===== config.mk =====
export PLATFORM = sky130hd
export DESIGN_NAME = rtc_bus_sequencer
export DESIGN_NICKNAME = d
export VERILOG_FILES = /design/src/rtl/rtc_bus_sequencer.sv
export SDC_FILE = /design/constraint.sdc
export NUM_CORES = 1
export LEC_CHECK = 0
export ABC_AREA = 1
export BUFFER_PORTS_ARGS = -buffer_cell sky130_fd_sc_hd__buf_2
export CORE_MARGIN = 2
export CORE_UTILIZATION = 30
export CTS_CLUSTER_SIZE = 12
export DETAILED_ROUTE_END_ITERATION = 6
export GPL_TIMING_DRIVEN = 0
export PLACE_DENSITY = 0.47
export SLEW_MARGIN = 5
export SYNTH_ARGS = -nofsm -noshare
export SYNTH_HDL_FRONTEND = slang
export SYNTH_SLANG_ARGS = --single-unit

===== constraint.sdc =====
create_clock -name clk -period 2.3 [get_ports clk]
set_input_delay 0.115 -clock clk [delete_from_list [all_inputs] [get_ports clk]]
set_output_delay 0.115 -clock clk [all_outputs]
set_load 0.1 [all_outputs]

===== src/rtl/rtc_bus_sequencer.sv =====
// rtc_bus_sequencer
//   Owns the RTC multiplexed address/data bus and generates every bus cycle
//   (address phase, data phase, CS/RD/WR/A-D strobes). Two requesters, the
//   periodic refresh reader and the user/programming writer, share the bus
//   through round-robin arbitration.
//
// Optional feature macro: RTC_WR_VERIFY_EN
//   When defined, every write is followed by a read-back of the same address;
//   wr_err flags a mismatch between the read-back and the written data.
//   When undefined, wr_err is constant 0.
//
// Ports
//   clk, reset            clock, asynchronous active-low reset
//   rd_req/rd_addr        read request (level) and register address
//   rd_gnt/rd_done        one-cycle pulses: accepted / rd_data valid
//   rd_data               data returned by the last read
//   wr_req/wr_addr/wr_data write request (level), address, data
//   wr_gnt/wr_done/wr_err one-cycle pulses: accepted / finished / verify fail
//   busy                  high from grant through end of recovery
//   cs_n, rd_n, wr_n, a_d RTC bus strobes (a_d: 0 = address, 1 = data)
//   ad_out, ad_oe, ad_in  AD pad output value, output enable, pad input
//
// Timing note: all bus outputs are decoded from the current state into
// registers, so they appear one cycle after the state is entered. The grant
// pulse is registered from the IDLE arbitration decision, which makes it line
// up with the first ADDR state cycle; the strobes follow one cycle later.
module rtc_bus_sequencer #(
  parameter int T_STROBE = 4,
  parameter int T_HOLD   = 2,
  parameter int T_IDLE   = 2
) (
  input  logic       clk,
  input  logic       reset,
  input  logic       rd_req,
  input  logic [7:0] rd_addr,
  output logic       rd_gnt,
  output logic       rd_done,
  output logic [7:0] rd_data,
  input  logic       wr_req,
  input  logic [7:0] wr_addr,
  input  logic [7:0] wr_data,
  output logic       wr_gnt,
  output logic       wr_done,
  output logic       wr_err,
  output logic       busy,
  output logic       cs_n,
  output logic       rd_n,
  output logic       wr_n,
  output logic       a_d,
  output logic [7:0] ad_out,
  output logic       ad_oe,
  input  logic [7:0] ad_in
);

  localparam logic [7:0] STB_L = 8'(T_STROBE - 1);
  localparam logic [7:0] HLD_L = 8'(T_HOLD - 1);
  localparam logic [7:0] IDL_L = 8'(T_IDLE - 1);

  typedef enum logic [3:0] {
    S_IDLE, S_ADDR, S_AHOLD, S_DATA, S_DHOLD, S_FIN, S_REC
`ifdef RTC_WR_VERIFY_EN
    , S_VADDR, S_VAHOLD, S_VDATA, S_VDHOLD
`endif
  } state_t;

  state_t     state_q;
  logic [7:0] cnt_q;
  logic       is_wr_q;
  logic       last_wr_q;     // last served requester, 1 = writer
  logic [7:0] addr_q;
  logic [7:0] wdata_q;
  logic       samp_rd_q;     // high during the last RD-low cycle of a read
`ifdef RTC_WR_VERIFY_EN
  logic       samp_vf_q;     // same, for the verify read-back
  logic       err_q;
`endif

  logic       rd_gnt_q, wr_gnt_q, rd_done_q, wr_done_q, wr_err_q, busy_q;
  logic       cs_n_q, rd_n_q, wr_n_q, a_d_q, ad_oe_q;
  logic [7:0] ad_out_q, rd_data_q;

  logic pick_rd, pick_wr, grant_any;

  // On a tie the requester not served last wins.
  assign pick_wr   = wr_req & (~rd_req | ~last_wr_q);
  assign pick_rd   = rd_req & (~wr_req |  last_wr_q);
  assign grant_any = (state_q == S_IDLE) & (rd_req | wr_req);

  always_ff @(posedge clk or negedge reset) begin
    if (!reset) begin
      state_q   <= S_IDLE;
      cnt_q     <= 8'h00;
      is_wr_q   <= 1'b0;
      last_wr_q <= 1'b1;
      addr_q    <= 8'h00;
      wdata_q   <= 8'h00;
      samp_rd_q <= 1'b0;
`ifdef RTC_WR_VERIFY_EN
      samp_vf_q <= 1'b0;
      err_q     <= 1'b0;
`endif
      rd_gnt_q  <= 1'b0;
      wr_gnt_q  <= 1'b0;
      rd_done_q <= 1'b0;
      wr_done_q <= 1'b0;
      wr_err_q  <= 1'b0;
      busy_q    <= 1'b0;
      cs_n_q    <= 1'b1;
      rd_n_q    <= 1'b1;
      wr_n_q    <= 1'b1;
      a_d_q     <= 1'b1;
      ad_oe_q   <= 1'b0;
      ad_out_q  <= 8'h00;
      rd_data_q <= 8'h00;
    end else begin
      rd_gnt_q  <= 1'b0;
      wr_gnt_q  <= 1'b0;
      rd_done_q <= 1'b0;
      wr_done_q <= 1'b0;
      wr_err_q  <= 1'b0;
      busy_q    <= (state_q != S_IDLE) | grant_any;

      // Read data is taken at the end of the last RD-low cycle.
      samp_rd_q <= (state_q == S_DATA) & ~is_wr_q & (cnt_q == 8'h00);
      if (samp_rd_q) rd_data_q <= ad_in;
`ifdef RTC_WR_VERIFY_EN
      samp_vf_q <= (state_q == S_VDATA) & (cnt_q == 8'h00);
      if (samp_vf_q) err_q <= (ad_in != wdata_q);
`endif

      // Registered bus decode of the current state.
      cs_n_q  <= 1'b1;
      rd_n_q  <= 1'b1;
      wr_n_q  <= 1'b1;
      a_d_q   <= 1'b1;
      ad_oe_q <= 1'b0;
      case (state_q)
        S_ADDR: begin
          cs_n_q <= 1'b0; a_d_q <= 1'b0; wr_n_q <= 1'b0;
          ad_oe_q <= 1'b1; ad_out_q <= addr_q;
        end
        S_AHOLD: begin
          cs_n_q <= 1'b0; a_d_q <= 1'b0;
          ad_oe_q <= 1'b1; ad_out_q <= addr_q;
        end
        S_DATA: begin
          cs_n_q <= 1'b0;
          if (is_wr_q) begin
            wr_n_q <= 1'b0; ad_oe_q <= 1'b1; ad_out_q <= wdata_q;
          end else begin
            rd_n_q <= 1'b0;
          end
        end
        S_DHOLD: begin
          cs_n_q <= 1'b0;
          if (is_wr_q) begin
            ad_oe_q <= 1'b1; ad_out_q <= wdata_q;
          end
        end
`ifdef RTC_WR_VERIFY_EN
        S_VADDR: begin
          cs_n_q <= 1'b0; a_d_q <= 1'b0; wr_n_q <= 1'b0;
          ad_oe_q <= 1'b1; ad_out_q <= addr_q;
        end
        S_VAHOLD: begin
          cs_n_q <= 1'b0; a_d_q <= 1'b0;
          ad_oe_q <= 1'b1; ad_out_q <= addr_q;
        end
        S_VDATA:  begin cs_n_q <= 1'b0; rd_n_q <= 1'b0; end
        S_VDHOLD: cs_n_q <= 1'b0;
`endif
        S_FIN: begin
          rd_done_q <= ~is_wr_q;
          wr_done_q <=  is_wr_q;
`ifdef RTC_WR_VERIFY_EN
          wr_err_q  <=  is_wr_q & err_q;
`endif
        end
        default: ;
      endcase

      // Phase sequencing: the counter holds remaining cycles minus one.
      case (state_q)
        S_IDLE: begin
          if (grant_any) begin
            is_wr_q  <= pick_wr;
            rd_gnt_q <= pick_rd;
            wr_gnt_q <= pick_wr;
            addr_q   <= pick_wr ? wr_addr : rd_addr;
            wdata_q  <= wr_data;
            state_q  <= S_ADDR;
            cnt_q    <= STB_L;
          end
        end
        S_FIN: begin
          last_wr_q <= is_wr_q;
`ifdef RTC_WR_VERIFY_EN
          err_q     <= 1'b0;
`endif
          if (T_IDLE == 0) state_q <= S_IDLE;
          else begin state_q <= S_REC; cnt_q <= IDL_L; end
        end
        default: begin
          if (cnt_q != 8'h00) begin
            cnt_q <= cnt_q - 8'h01;
          end else begin
            case (state_q)
              S_ADDR:  begin state_q <= S_AHOLD; cnt_q <= HLD_L; end
              S_AHOLD: begin state_q <= S_DATA;  cnt_q <= STB_L; end
              S_DATA:  begin state_q <= S_DHOLD; cnt_q <= HLD_L; end
`ifdef RTC_WR_VERIFY_EN
              S_DHOLD: begin
                if (is_wr_q) begin state_q <= S_VADDR; cnt_q <= STB_L; end
                else state_q <= S_FIN;
              end
              S_VADDR:  begin state_q <= S_VAHOLD; cnt_q <= HLD_L; end
              S_VAHOLD: begin state_q <= S_VDATA;  cnt_q <= STB_L; end
              S_VDATA:  begin state_q <= S_VDHOLD; cnt_q <= HLD_L; end
              S_VDHOLD: state_q <= S_FIN;
`else
              S_DHOLD: state_q <= S_FIN;
`endif
              default: state_q <= S_IDLE;
            endcase
          end
        end
      endcase
    end
  end

  assign rd_gnt  = rd_gnt_q;
  assign wr_gnt  = wr_gnt_q;
  assign rd_done = rd_done_q;
  assign wr_done = wr_done_q;
  assign wr_err  = wr_err_q;
  assign busy    = busy_q;
  assign cs_n    = cs_n_q;
  assign rd_n    = rd_n_q;
  assign wr_n    = wr_n_q;
  assign a_d     = a_d_q;
  assign ad_oe   = ad_oe_q;
  assign ad_out  = ad_out_q;
  assign rd_data = rd_data_q;

endmodule

==> flow_results.xml, run 1 <==
<?xml version="1.0" encoding="UTF-8"?>
<metrics>
  <group name="critical_path">
    <metric name="crit_path_start" unit="">state_q[0]</metric>
    <metric name="worstSetupEndpointType" unit="">flop</metric>
    <metric name="r2r_setup_slack" unit="ns">0.74</metric>
    <metric name="endpoint" unit="">ad_out[6]</metric>
    <metric name="worstSetupStartpointType" unit="">flop</metric>
    <metric name="crit_type" unit="">reg -&gt; reg</metric>
    <metric name="worst_ep_arrival_time" unit="ns">1.76</metric>
    <metric name="regToRegEndpoint" unit="">ad_out[6]</metric>
    <metric name="worst-endpoint-required" unit="ns">2.50</metric>
    <metric name="worstReg2RegStart" unit="">state_q[0]</metric>
    <metric name="timing.critical_path.fanout_max" unit="">10</metric>
    <metric name="timing.reg2reg.worst_path_depth" unit="">8</metric>
  </group>
  <group name="final_layout">
    <metric name="finish.cell_count_without_fillers" unit="">464</metric>
    <metric name="nNetsFinal" unit="">396</metric>
    <metric name="area_growth_syn_to_layout" unit="%">24.2</metric>
    <metric name="antenna_cells_inserted" unit="">0</metric>
    <metric name="layout-drive-gt1-share" unit="%">31.8</metric>
    <metric name="multi_input_comb_area" unit="um2">986</metric>
    <metric name="filler_cell_count" unit="">869</metric>
    <metric name="register_area" unit="um2">1410</metric>
  </group>
  <group name="logic_synthesis">
    <metric name="share_of_flip_flops_with_an_asynchronous_set_or_reset" unit="%">100</metric>
    <metric name="synth_ff_type" unit="">dfrtp_1</metric>
    <metric name="synth_edf_count" unit="">0</metric>
    <metric name="mappedNetlistNets" unit="">319</metric>
    <metric name="yosys_register_bits" unit="">56</metric>
    <metric name="syn_area" unit="um2">2550</metric>
    <metric name="netlist-cell-type-count" unit="">31</metric>
    <metric name="synthesis.instances" unit="">281</metric>
    <metric name="seq_area_frac_synth" unit="%">55.3</metric>
    <metric name="yosys_warn_count" unit="">0</metric>
    <metric name="synth.avg_cell_area" unit="um2">9.06</metric>
  </group>
  <group name="clocking">
    <metric name="clkLatencyLatePin" unit="ns">0.31</metric>
    <metric name="cts_root_buf" unit="">clkbuf_8</metric>
    <metric name="cts.htree.levels" unit="">2</metric>
    <metric name="cts.path.max_buffers" unit="">2</metric>
    <metric name="cts_tree" unit="">done</metric>
    <metric name="cts.sink_count" unit="">56</metric>
    <metric name="cts-buffers-inserted" unit="">5</metric>
    <metric name="clkSlewWorstSetupHoldPaths" unit="ns">0.10</metric>
  </group>
  <group name="timing">
    <metric name="period_share" unit="%">67.9</metric>
    <metric name="final-hold-violation-count" unit="">0</metric>
    <metric name="fin_skew" unit="ns">0.0133</metric>
    <metric name="setup-tns-final" unit="ns">0</metric>
    <metric name="timing_max_transition_violations_final" unit="">0</metric>
    <metric name="timing.slew.headroom" unit="%">53.0</metric>
    <metric name="final_hold_slack" unit="ns">0.0344</metric>
    <metric name="timing.final.crit_period" unit="ns">1.56</metric>
    <metric name="setup_violating_endpoint_count_in_the_final_report" unit="">0</metric>
    <metric name="timing_worst_slew_pin_value" unit="ns">0.705</metric>
    <metric name="setup_repair_after_global_routing_missed_its_margin" unit="">no</metric>
    <metric name="max_freq" unit="GHz">0.641</metric>
  </group>
  <group name="placed_design">
    <metric name="dp.final_hpwl" unit="mm">3.92</metric>
    <metric name="port_buffers" unit="">61</metric>
    <metric name="place_congestion" unit="">0.738</metric>
    <metric name="placed_cells" unit="">447</metric>
  </group>
  <group name="pwr">
    <metric name="leakage" unit="nW">1.64</metric>
    <metric name="power_per_cell_area" unit="nW/um2">1560</metric>
    <metric name="worst_ir_drop_vdd" unit="mV">0.564</metric>
  </group>
  <group name="global_route">
    <metric name="gr-usage-met2" unit="%">22.1</metric>
    <metric name="via_count_of_the_first_global_routing_pass" unit="">1990</metric>
    <metric name="track_usage" unit="%">13.0</metric>
    <metric name="antenna_found_initial" unit="">0</metric>
    <metric name="pin_count_of_the_biggest_net_entering_global_routing" unit="">57</metric>
    <metric name="grt_use_met3" unit="%">2.90</metric>
    <metric name="globalRoute.totalOverflow" unit="">0</metric>
    <metric name="globalRoute.busiestLayer" unit="">met2</metric>
    <metric name="grt.met1_usage" unit="%">16.4</metric>
    <metric name="grt_first_pass_wirelength" unit="mm">9.23</metric>
  </group>
  <group name="status">
    <metric name="run_status" unit="">completed</metric>
  </group>
  <group name="detailed_routing">
    <metric name="detailroute.via_count" unit="">2052</metric>
    <metric name="detail_route.iter0.violations" unit="">86</metric>
    <metric name="postRouteWirelength" unit="mm">5.38</metric>
    <metric name="drcViolationCount" unit="">0</metric>
    <metric name="via_per_inst" unit="">4.42</metric>
    <metric name="drt_pass1_iterations" unit="">4</metric>
    <metric name="drt.antenna.violating_nets" unit="">0</metric>
    <metric name="route.detailed.wl_per_inst" unit="um">11.6</metric>
  </group>
  <group name="floorplanning">
    <metric name="dieWidth" unit="um">96.1</metric>
    <metric name="rows" unit="">33</metric>
    <metric name="floorplan.initialDensity" unit="%">31.0</metric>
    <metric name="die_h" unit="um">96.1</metric>
    <metric name="top_level_ports" unit="">63</metric>
    <metric name="die-area" unit="um2">9240</metric>
    <metric name="placeableCoreArea" unit="um2">8220</metric>
  </group>
  <group name="worst_hold_path">
    <metric name="hold_class" unit="">in -&gt; reg</metric>
  </group>
  <group name="flow_run">
    <metric name="cap_viol_max_count" unit="">0</metric>
  </group>
</metrics>
[state kept, by name, indices dropped and copies added, names as in the netlist, 3 cells and up]
signal / count
ad_out: 8
cnt_q: 8
wdata_q: 8
state_q: 3
addr_q: 8
rd_data: 8
[metal layers]
metal / share of wire (%) / wire (um)
met1: 46 / 2480
met2: 47 / 2530
met3: 5.6 / 299
met4: 1.2 / 66
met5: 0 / 0
[per-stage QoR]
stage	utilization (%)	total power [mW]	worst slack, ns	area, um2
3_5_place_dp	36.3	4.45	0.750	2980
2_1_floorplan	-	3.89	1.01	2550
4_1_cts	38.3	5.02	0.724	3150
3_3_place_gp	36.3	4.42	0.747	2980
5_1_grt	38.5	5.34	0.625	3160
6_report	38.5	4.94	0.739	3160
[repair_timing]
item,in CTS,in global routing
endpoints found under the setup margin,0,0
endpoints found under the hold margin,8,51
hold buffers,8,1
resized for setup,0,0
buffers inserted,0,0
[area by class of cell]
class                           instances  area share, %
Timing Repair Buffer                   70           12.6
Buffer                                  5           1.31
Multi-Input combinational cell        191           31.2
Tap cell                              105           4.16
Inverter                               29           3.52
Clock inverter                          2          0.435
Sequential cell                        56           44.5
Clock buffer                            6           2.30
[worst min path at each step]
| stage | from | endpoint | slack (ns) | cells after the start |
|---|---|---|---|---|
| floorplan | reset | ad_oe | -0.18 | 0 |
| finish | ad_in[7] | rd_data[7] | 0.03 | 2 |
| detailed placement | wr_data[5] | wdata_q[5] | 0.31 | 3 |
| CTS | ad_in[7] | rd_data[7] | 0.02 | 2 |
| global placement | wr_data[5] | wdata_q[5] | 0.31 | 3 |
| global route | ad_in[5] | rd_data[5] | 0.02 | 2 |
[synthesized netlist by cell type (6+ instances only)]
cell type	number	area (um2)
nand3_1	12	60.1
nor2_1	20	75.1
o21ai_2	6	52.6
inv_2	6	22.5
mux2_2	8	90.1
o22ai_1	6	37.5
inv_1	22	82.6
nand2_2	6	37.5
dfrtp_1	51	1280
o21ai_1	11	55.1
nand2_1	85	319
o21ai_0	13	65.1
[power breakdown]
part           total [mW]  internal (mW)  switching, mW
Clock               0.548          0.218          0.329
Combinational        2.83          0.684           2.14
Sequential           1.57           1.39          0.184
[layout by cell type (no fill, tap or decap), types with 8 or more instances in the layout]
master and instances:
nand2_1 85, buf_2 60, dfrtp_1 51, inv_1 22, nor2_1 20, o21ai_0 13
nand3_1 12, o21ai_1 11, dlygate4sd3_1 9, mux2_2 8
[worst max-delay path, cell delays in order, from the launching register on]
cell	delay, ns
dfrtp_1	0.45
inv_2	0.11
nand2_2	0.08
nand2_2	0.09
nand2_4	0.09
o21ai_4	0.37
inv_4	0.12
nand2_1	0.08
nand2_1	0.05
[cell families (layout without fill, tap and decap cells)]
family,after synthesis,count (layout),share of synthesized area (%)
and+or+nand+nor,133,133,22.6
DFF,56,56,55.3
AOI/OAI and AO/OA,46,46,11.1
buffers and inverters,34,112,5.99
muxes,8,8,3.54
adders and majority gates,2,2,0.983
other,1,1,0.147
xor gates and xnor gates,1,1,0.344
(Power assumes the default switching activity.)
==> inputs of run 2 (changes only) <==
- PLACE_DENSITY: 0.47 -> 0.49
- clock period: 2.3 -> 1.4 ns (I/O delays scaled with it)
==> run 2 against run 1 <==
  * Clock skew barely moved
  * Final cell count rose by 6.5%
  * Maximum frequency rose by 14%
  * Sequential power rose by 66%
  * First-iteration DRC count fell by 19%
  * Power rose by 80%
  * Critical path type unchanged
==> flow_results.xml, run 2 (synthesis gave the netlist of run 1 again) <==
<?xml version="1.0" encoding="UTF-8"?>
<metrics>
  <group name="final_layout">
    <metric name="nNetsFinal" unit="">426</metric>
    <metric name="final_common_cell" unit="">nand2_1</metric>
    <metric name="layout_common_cells" unit="">nand2_1 (82), buf_2 (60), dfrtp_1 (50)</metric>
    <metric name="antenna_cells_inserted" unit="">0</metric>
    <metric name="filler_cell_count" unit="">817</metric>
    <metric name="layout-drive-gt1-share" unit="%">38.0</metric>
    <metric name="area_growth_syn_to_layout" unit="%">38.3</metric>
  </group>
  <group name="floorplanning">
    <metric name="floorplan.initialDensity" unit="%">31.0</metric>
    <metric name="die-area" unit="um2">9240</metric>
    <metric name="placeableCoreArea" unit="um2">8220</metric>
    <metric name="die_h" unit="um">96.1</metric>
    <metric name="dieWidth" unit="um">96.1</metric>
    <metric name="rows" unit="">33</metric>
    <metric name="top_level_ports" unit="">63</metric>
  </group>
  <group name="clocking">
    <metric name="cts-buffers-inserted" unit="">5</metric>
    <metric name="cts.sink_count" unit="">56</metric>
    <metric name="cts_root_buf" unit="">clkbuf_8</metric>
    <metric name="cts.path.max_buffers" unit="">2</metric>
    <metric name="clkSlewWorstSetupHoldPaths" unit="ns">0.11</metric>
    <metric name="cts.htree.levels" unit="">2</metric>
    <metric name="cts_tree" unit="">done</metric>
    <metric name="clkLatencyLatePin" unit="ns">0.31</metric>
  </group>
  <group name="pwr">
    <metric name="worst_ir_drop_vdd" unit="mV">1.23</metric>
    <metric name="leakage" unit="nW">1.81</metric>
    <metric name="power_per_cell_area" unit="nW/um2">2530</metric>
    <metric name="report.power.total" unit="mW">8.92</metric>
  </group>
  <group name="timing">
    <metric name="timing.final.crit_period" unit="ns">1.37</metric>
    <metric name="fin_skew" unit="ns">0.0129</metric>
    <metric name="layout_setup_ws" unit="ns">0.0350</metric>
    <metric name="timing.slew.headroom" unit="%">53.1</metric>
    <metric name="period_share" unit="%">97.5</metric>
    <metric name="timing_max_transition_violations_final" unit="">0</metric>
    <metric name="setup_violating_endpoint_count_in_the_final_report" unit="">0</metric>
    <metric name="timing_worst_slew_pin_value" unit="ns">0.703</metric>
    <metric name="final-hold-violation-count" unit="">0</metric>
    <metric name="max_freq" unit="GHz">0.733</metric>
    <metric name="setup_repair_after_global_routing_missed_its_margin" unit="">yes</metric>
  </group>
  <group name="critical_path">
    <metric name="worst_ep_arrival_time" unit="ns">1.62</metric>
    <metric name="r2r_setup_slack" unit="ns">0.03</metric>
    <metric name="crit_type" unit="">reg -&gt; reg</metric>
    <metric name="worstSetupStartpointType" unit="">flop</metric>
    <metric name="timing.critical_path.fanout_max" unit="">5</metric>
    <metric name="worst-endpoint-required" unit="ns">1.66</metric>
    <metric name="worstSetupEndpointType" unit="">flop</metric>
  </group>
  <group name="global_route">
    <metric name="antenna_found_initial" unit="">0</metric>
    <metric name="pin_count_of_the_biggest_net_entering_global_routing" unit="">57</metric>
    <metric name="globalRoute.totalOverflow" unit="">0</metric>
    <metric name="via_count_of_the_first_global_routing_pass" unit="">2121</metric>
    <metric name="track_usage" unit="%">13.0</metric>
    <metric name="grt_first_pass_wirelength" unit="mm">9.47</metric>
  </group>
  <group name="flow_run">
    <metric name="cap_viol_max_count" unit="">0</metric>
  </group>
  <group name="placed_design">
    <metric name="pre_cts_ws" unit="ns">-0.127</metric>
    <metric name="dp.final_hpwl" unit="mm">3.88</metric>
    <metric name="port_buffers" unit="">61</metric>
    <metric name="place_congestion" unit="">0.756</metric>
  </group>
  <group name="status">
    <metric name="run_status" unit="">completed</metric>
  </group>
  <group name="detailed_routing">
    <metric name="via_per_inst" unit="">4.41</metric>
    <metric name="drt.antenna.violating_nets" unit="">0</metric>
    <metric name="detailroute.via_count" unit="">2178</metric>
    <metric name="postRouteWirelength" unit="mm">5.77</metric>
    <metric name="detail_route.iter0.violations" unit="">70</metric>
    <metric name="drt_pass1_iterations" unit="">4</metric>
    <metric name="drcViolationCount" unit="">0</metric>
    <metric name="route.detailed.wl_per_inst" unit="um">11.7</metric>
  </group>
  <group name="worst_hold_path">
    <metric name="hold_class" unit="">in -&gt; reg</metric>
  </group>
</metrics>
==> run 2: cell count changes in the layout (fill, tap and decap cells not counted), sizes merged <==
cell         change
buf             +21
dlygate4sd3      +9
==> run 2: what timing repair did <==
| action | CTS | global route |
|---|---|---|
| endpoints found under the hold margin | 16 | 52 |
| hold buffers | 16 | 2 |
| setup buffers | 10 | 11 |
| gates resized for setup | 10 | 18 |
| setup endpoints to repair | 33 | 35 |
| pin swaps | 3 | 8 |
==> run 2: per-stage QoR <==
step / std cells / hold WS, ns / setup TNS, ns / util (%) / area, um2
after global routing: 494 / 0.0138 / -0.805 / 42.9 / 3520
after detailed placement: 447 / 0.269 / -2.04 / 36.3 / 2980
after floorplan: 281 / -0.226 / 0 / - / 2550
after global placement: 447 / 0.267 / -1.79 / 36.3 / 2980
final: 494 / 0.0164 / 0 / 42.9 / 3520
after CTS: 481 / 0.000595 / -0.0159 / 40.7 / 3350
==> run 2: final timing paths <==
check / startpoint / endpoint / cells past startpoint
hold / removal: rd_addr[3] / addr_q[3] / 3
setup reg to reg: state_q[0] / ad_out[5] / 8
hold reg to reg: is_wr_q / rd_done / 1
min in group asynchronous: reset / rd_data[2] / 2
setup / recovery: state_q[0] / ad_out[5] / 8
max in group asynchronous: reset / state_q[2] / 2
==> run 2: critical path, cell delays in order (launching register included) <==
cell and delay, ns:
dfrtp_1 0.44, inv_2 0.13, nand2_4 0.08, nand2_4 0.08, nand2_4 0.07, o21ai_4 0.24, buf_6 0.16, nand2_1 0.05
nand2_1 0.06
==> run 2: metal layers <==
layer | vias to the layer above | global-route usage [%] | part of all wire, %
met4 | 0 | 3.21 | 0.95
li1 | 1108 | - | -
met5 | - | 0 | 0
met3 | 5 | 2.98 | 5.1
met2 | 53 | 22.7 | 47
met1 | 1012 | 16.3 | 47
==> run 2: area by class of cell <==
type                    instances  area (um2)  area share [%]
well taps                     105         131            3.73
plain buffers                   5        45.0            1.28
repair buffers                100         669            19.0
clock buffers                   6        72.6            2.06
flip-flops and latches         56        1410            40.0
clock inverters                 2        13.8           0.391
multi-input cells             191        1070            30.3
inverters                      29         114            3.23
==> run 2: report_power, final <==
group / switching (mW) / internal, mW
clock: 0.535 / 0.359
combinational: 3.75 / 1.67
sequential: 0.322 / 2.28
==> inputs of run 3 (changes only) <==
- PLACE_DENSITY: 0.49 -> 0.59
==> run 3 against run 2 <==
  * The run now ends with negative hold slack left
  * Sequential power hardly changed
  * Hold slack worse by 0.017 ns
  * Clock skew increased by 0.00067 ns
  * First-iteration DRC count up 17%
  * Critical path type unchanged
  * Largest cell class unchanged
  * Critical path depth shrank 1
  * Critical endpoint is now cnt_q[6]
  * Highest routed layer unchanged
  * Power increased by 3.3%
==> flow_results.xml, run 3 (synthesis gave the netlist of run 1 again) <==
<?xml version="1.0" encoding="UTF-8"?>
<metrics>
  <group name="detailed_routing">
    <metric name="drt.antenna.violating_nets" unit="">0</metric>
    <metric name="detailroute.via_count" unit="">2196</metric>
    <metric name="via_per_inst" unit="">4.45</metric>
    <metric name="drt_pass1_iterations" unit="">4</metric>
    <metric name="detail_route.iter0.violations" unit="">82</metric>
    <metric name="drcViolationCount" unit="">0</metric>
    <metric name="route.detailed.wl_per_inst" unit="um">11.7</metric>
    <metric name="postRouteWirelength" unit="mm">5.78</metric>
  </group>
  <group name="pwr">
    <metric name="power_per_cell_area" unit="nW/um2">2580</metric>
    <metric name="leakage" unit="nW">1.82</metric>
    <metric name="report.power.total" unit="mW">9.21</metric>
    <metric name="worst_ir_drop_vdd" unit="mV">1.29</metric>
  </group>
  <group name="timing">
    <metric name="layout_setup_ws" unit="ns">0.0142</metric>
    <metric name="final-hold-violation-count" unit="">1</metric>
    <metric name="setup_violating_endpoint_count_in_the_final_report" unit="">0</metric>
    <metric name="timing.final.crit_period" unit="ns">1.39</metric>
    <metric name="setup-tns-final" unit="ns">0</metric>
    <metric name="period_share" unit="%">99.0</metric>
    <metric name="final_hold_slack" unit="ns">-0.000897</metric>
    <metric name="fin_skew" unit="ns">0.0136</metric>
    <metric name="timing.slew.headroom" unit="%">52.0</metric>
    <metric name="timing_worst_slew_pin_value" unit="ns">0.720</metric>
    <metric name="setup_repair_after_global_routing_missed_its_margin" unit="">yes</metric>
    <metric name="timing_max_transition_violations_final" unit="">0</metric>
    <metric name="max_freq" unit="GHz">0.722</metric>
  </group>
  <group name="global_route">
    <metric name="globalRoute.busiestLayer" unit="">met2</metric>
    <metric name="grt.met1_usage" unit="%">17.1</metric>
    <metric name="antenna_found_initial" unit="">0</metric>
    <metric name="gr-usage-met2" unit="%">20.8</metric>
    <metric name="globalRoute.totalOverflow" unit="">0</metric>
    <metric name="pin_count_of_the_biggest_net_entering_global_routing" unit="">57</metric>
    <metric name="via_count_of_the_first_global_routing_pass" unit="">2043</metric>
    <metric name="track_usage" unit="%">12.7</metric>
    <metric name="grt_use_met3" unit="%">2.90</metric>
    <metric name="grt_first_pass_wirelength" unit="mm">9.24</metric>
  </group>
  <group name="flow_run">
    <metric name="cap_viol_max_count" unit="">0</metric>
  </group>
  <group name="critical_path">
    <metric name="worst-endpoint-required" unit="ns">1.63</metric>
    <metric name="timing.critical_path.fanout_max" unit="">7</metric>
    <metric name="critical-path-slowest-cell" unit="">dfrtp_1</metric>
    <metric name="timing.critical_path.cells" unit="">nor2_2, nand2_4, nor2_4, nand2_2, nand2_4, nand2_1, o21ai_1</metric>
    <metric name="worstSetupStartpointType" unit="">flop</metric>
    <metric name="worst_ep_arrival_time" unit="ns">1.62</metric>
    <metric name="worstSetupEndpointType" unit="">flop</metric>
    <metric name="crit_type" unit="">reg -&gt; reg</metric>
    <metric name="cp_slowest_stage_delay" unit="ns">0.43</metric>
    <metric name="worst_path_most_repeated_cell" unit="">nand2_4</metric>
  </group>
  <group name="floorplanning">
    <metric name="rows" unit="">33</metric>
    <metric name="placeableCoreArea" unit="um2">8220</metric>
    <metric name="top_level_ports" unit="">63</metric>
    <metric name="floorplan.initialDensity" unit="%">31.0</metric>
    <metric name="dieWidth" unit="um">96.1</metric>
    <metric name="die-area" unit="um2">9240</metric>
    <metric name="die_h" unit="um">96.1</metric>
  </group>
  <group name="placed_design">
    <metric name="pre_cts_ws" unit="ns">-0.114</metric>
    <metric name="port_buffers" unit="">61</metric>
    <metric name="dp.final_hpwl" unit="mm">3.81</metric>
    <metric name="place_congestion" unit="">0.792</metric>
  </group>
  <group name="clocking">
    <metric name="cts.path.max_buffers" unit="">2</metric>
    <metric name="cts_root_buf" unit="">clkbuf_8</metric>
    <metric name="clkLatencyLatePin" unit="ns">0.31</metric>
    <metric name="cts-buffers-inserted" unit="">5</metric>
    <metric name="cts.sink_count" unit="">56</metric>
    <metric name="cts.htree.levels" unit="">2</metric>
    <metric name="cts_tree" unit="">done</metric>
    <metric name="clkSlewWorstSetupHoldPaths" unit="ns">0.10</metric>
  </group>
  <group name="final_layout">
    <metric name="area_growth_syn_to_layout" unit="%">40.3</metric>
    <metric name="antenna_cells_inserted" unit="">0</metric>
    <metric name="nNetsFinal" unit="">425</metric>
    <metric name="layout_common_cells" unit="">nand2_1 (78), buf_2 (60), dfrtp_1 (49)</metric>
    <metric name="final_common_cell" unit="">nand2_1</metric>
    <metric name="layout-drive-gt1-share" unit="%">40.2</metric>
  </group>
  <group name="status">
    <metric name="run_status" unit="">finished, violations left</metric>
    <metric name="failed_checks" unit="">negative hold slack</metric>
  </group>
  <group name="worst_hold_path">
    <metric name="hold_class" unit="">in -&gt; reg</metric>
  </group>
</metrics>
run 3: final cells by class:
type | count | area, um2
clock buffer | 6 | 72.6
inverter | 29 | 114
clock inverter | 2 | 13.8
sequential | 56 | 1410
buffer | 5 | 45.0
tap | 105 | 131
timing repair buffer | 99 | 668
multi-input combinational | 191 | 1120
fill | 801 | 4640
run 3: final timing paths:
| kind | endpoint | start | slack, ns | cells after the start |
|---|---|---|---|---|
| setup / recovery | cnt_q[6] | cnt_q[6] | 0.01 | 7 |
| hold / removal | addr_q[4] | rd_addr[4] | -0.0009 | 3 |
| setup reg to reg | cnt_q[6] | cnt_q[6] | 0.01 | 7 |
| hold reg to reg | rd_done | is_wr_q | 0.43 | 1 |
| max in group asynchronous | cnt_q[2] | reset | 0.52 | 2 |
| min in group asynchronous | wdata_q[5] | reset | 0.34 | 2 |
run 3: worst max-delay path, delay by kind of cell (launching register included):
family	cells	cell delay [ns]
DFF	1	0.43
and+or+nand+nor	6	0.82
AOI/OAI and AO/OA	1	0.07
run 3: timing repair:
| action | 4_1_cts | 5_1_grt |
|---|---|---|
| buffers inserted | 5 | 16 |
| endpoints found under the hold margin | 16 | 51 |
| hold buffers | 16 | 1 |
| endpoints found under the setup margin | 32 | 34 |
| pin swaps | 2 | 13 |
| resized for setup | 7 | 32 |
run 3: power breakdown:
part | internal [mW] | leakage (nW) | total (mW) | switching, mW
clock network | 0.359 | 0.0456 | 0.899 | 0.540
logic | 1.82 | 1.08 | 5.71 | 3.89
registers | 2.28 | 0.699 | 2.60 | 0.321
total | 4.46 | 1.82 | 9.21 | 4.75
run 3: metrics by stage:
stage	instances	area (um2)	utilization (%)
after floorplan	281	2550	-
after global placement	447	2980	36.3
after detailed placement	447	2980	36.3
after CTS	476	3310	40.2
after global routing	493	3570	43.5
final	493	3570	43.5
run 3: layer usage:
metal | share of wire (%) | wire length, um
met1 | 46 | 2660
met2 | 48 | 2760
met3 | 5.2 | 302
met4 | 1.1 | 63
met5 | 0 | 0
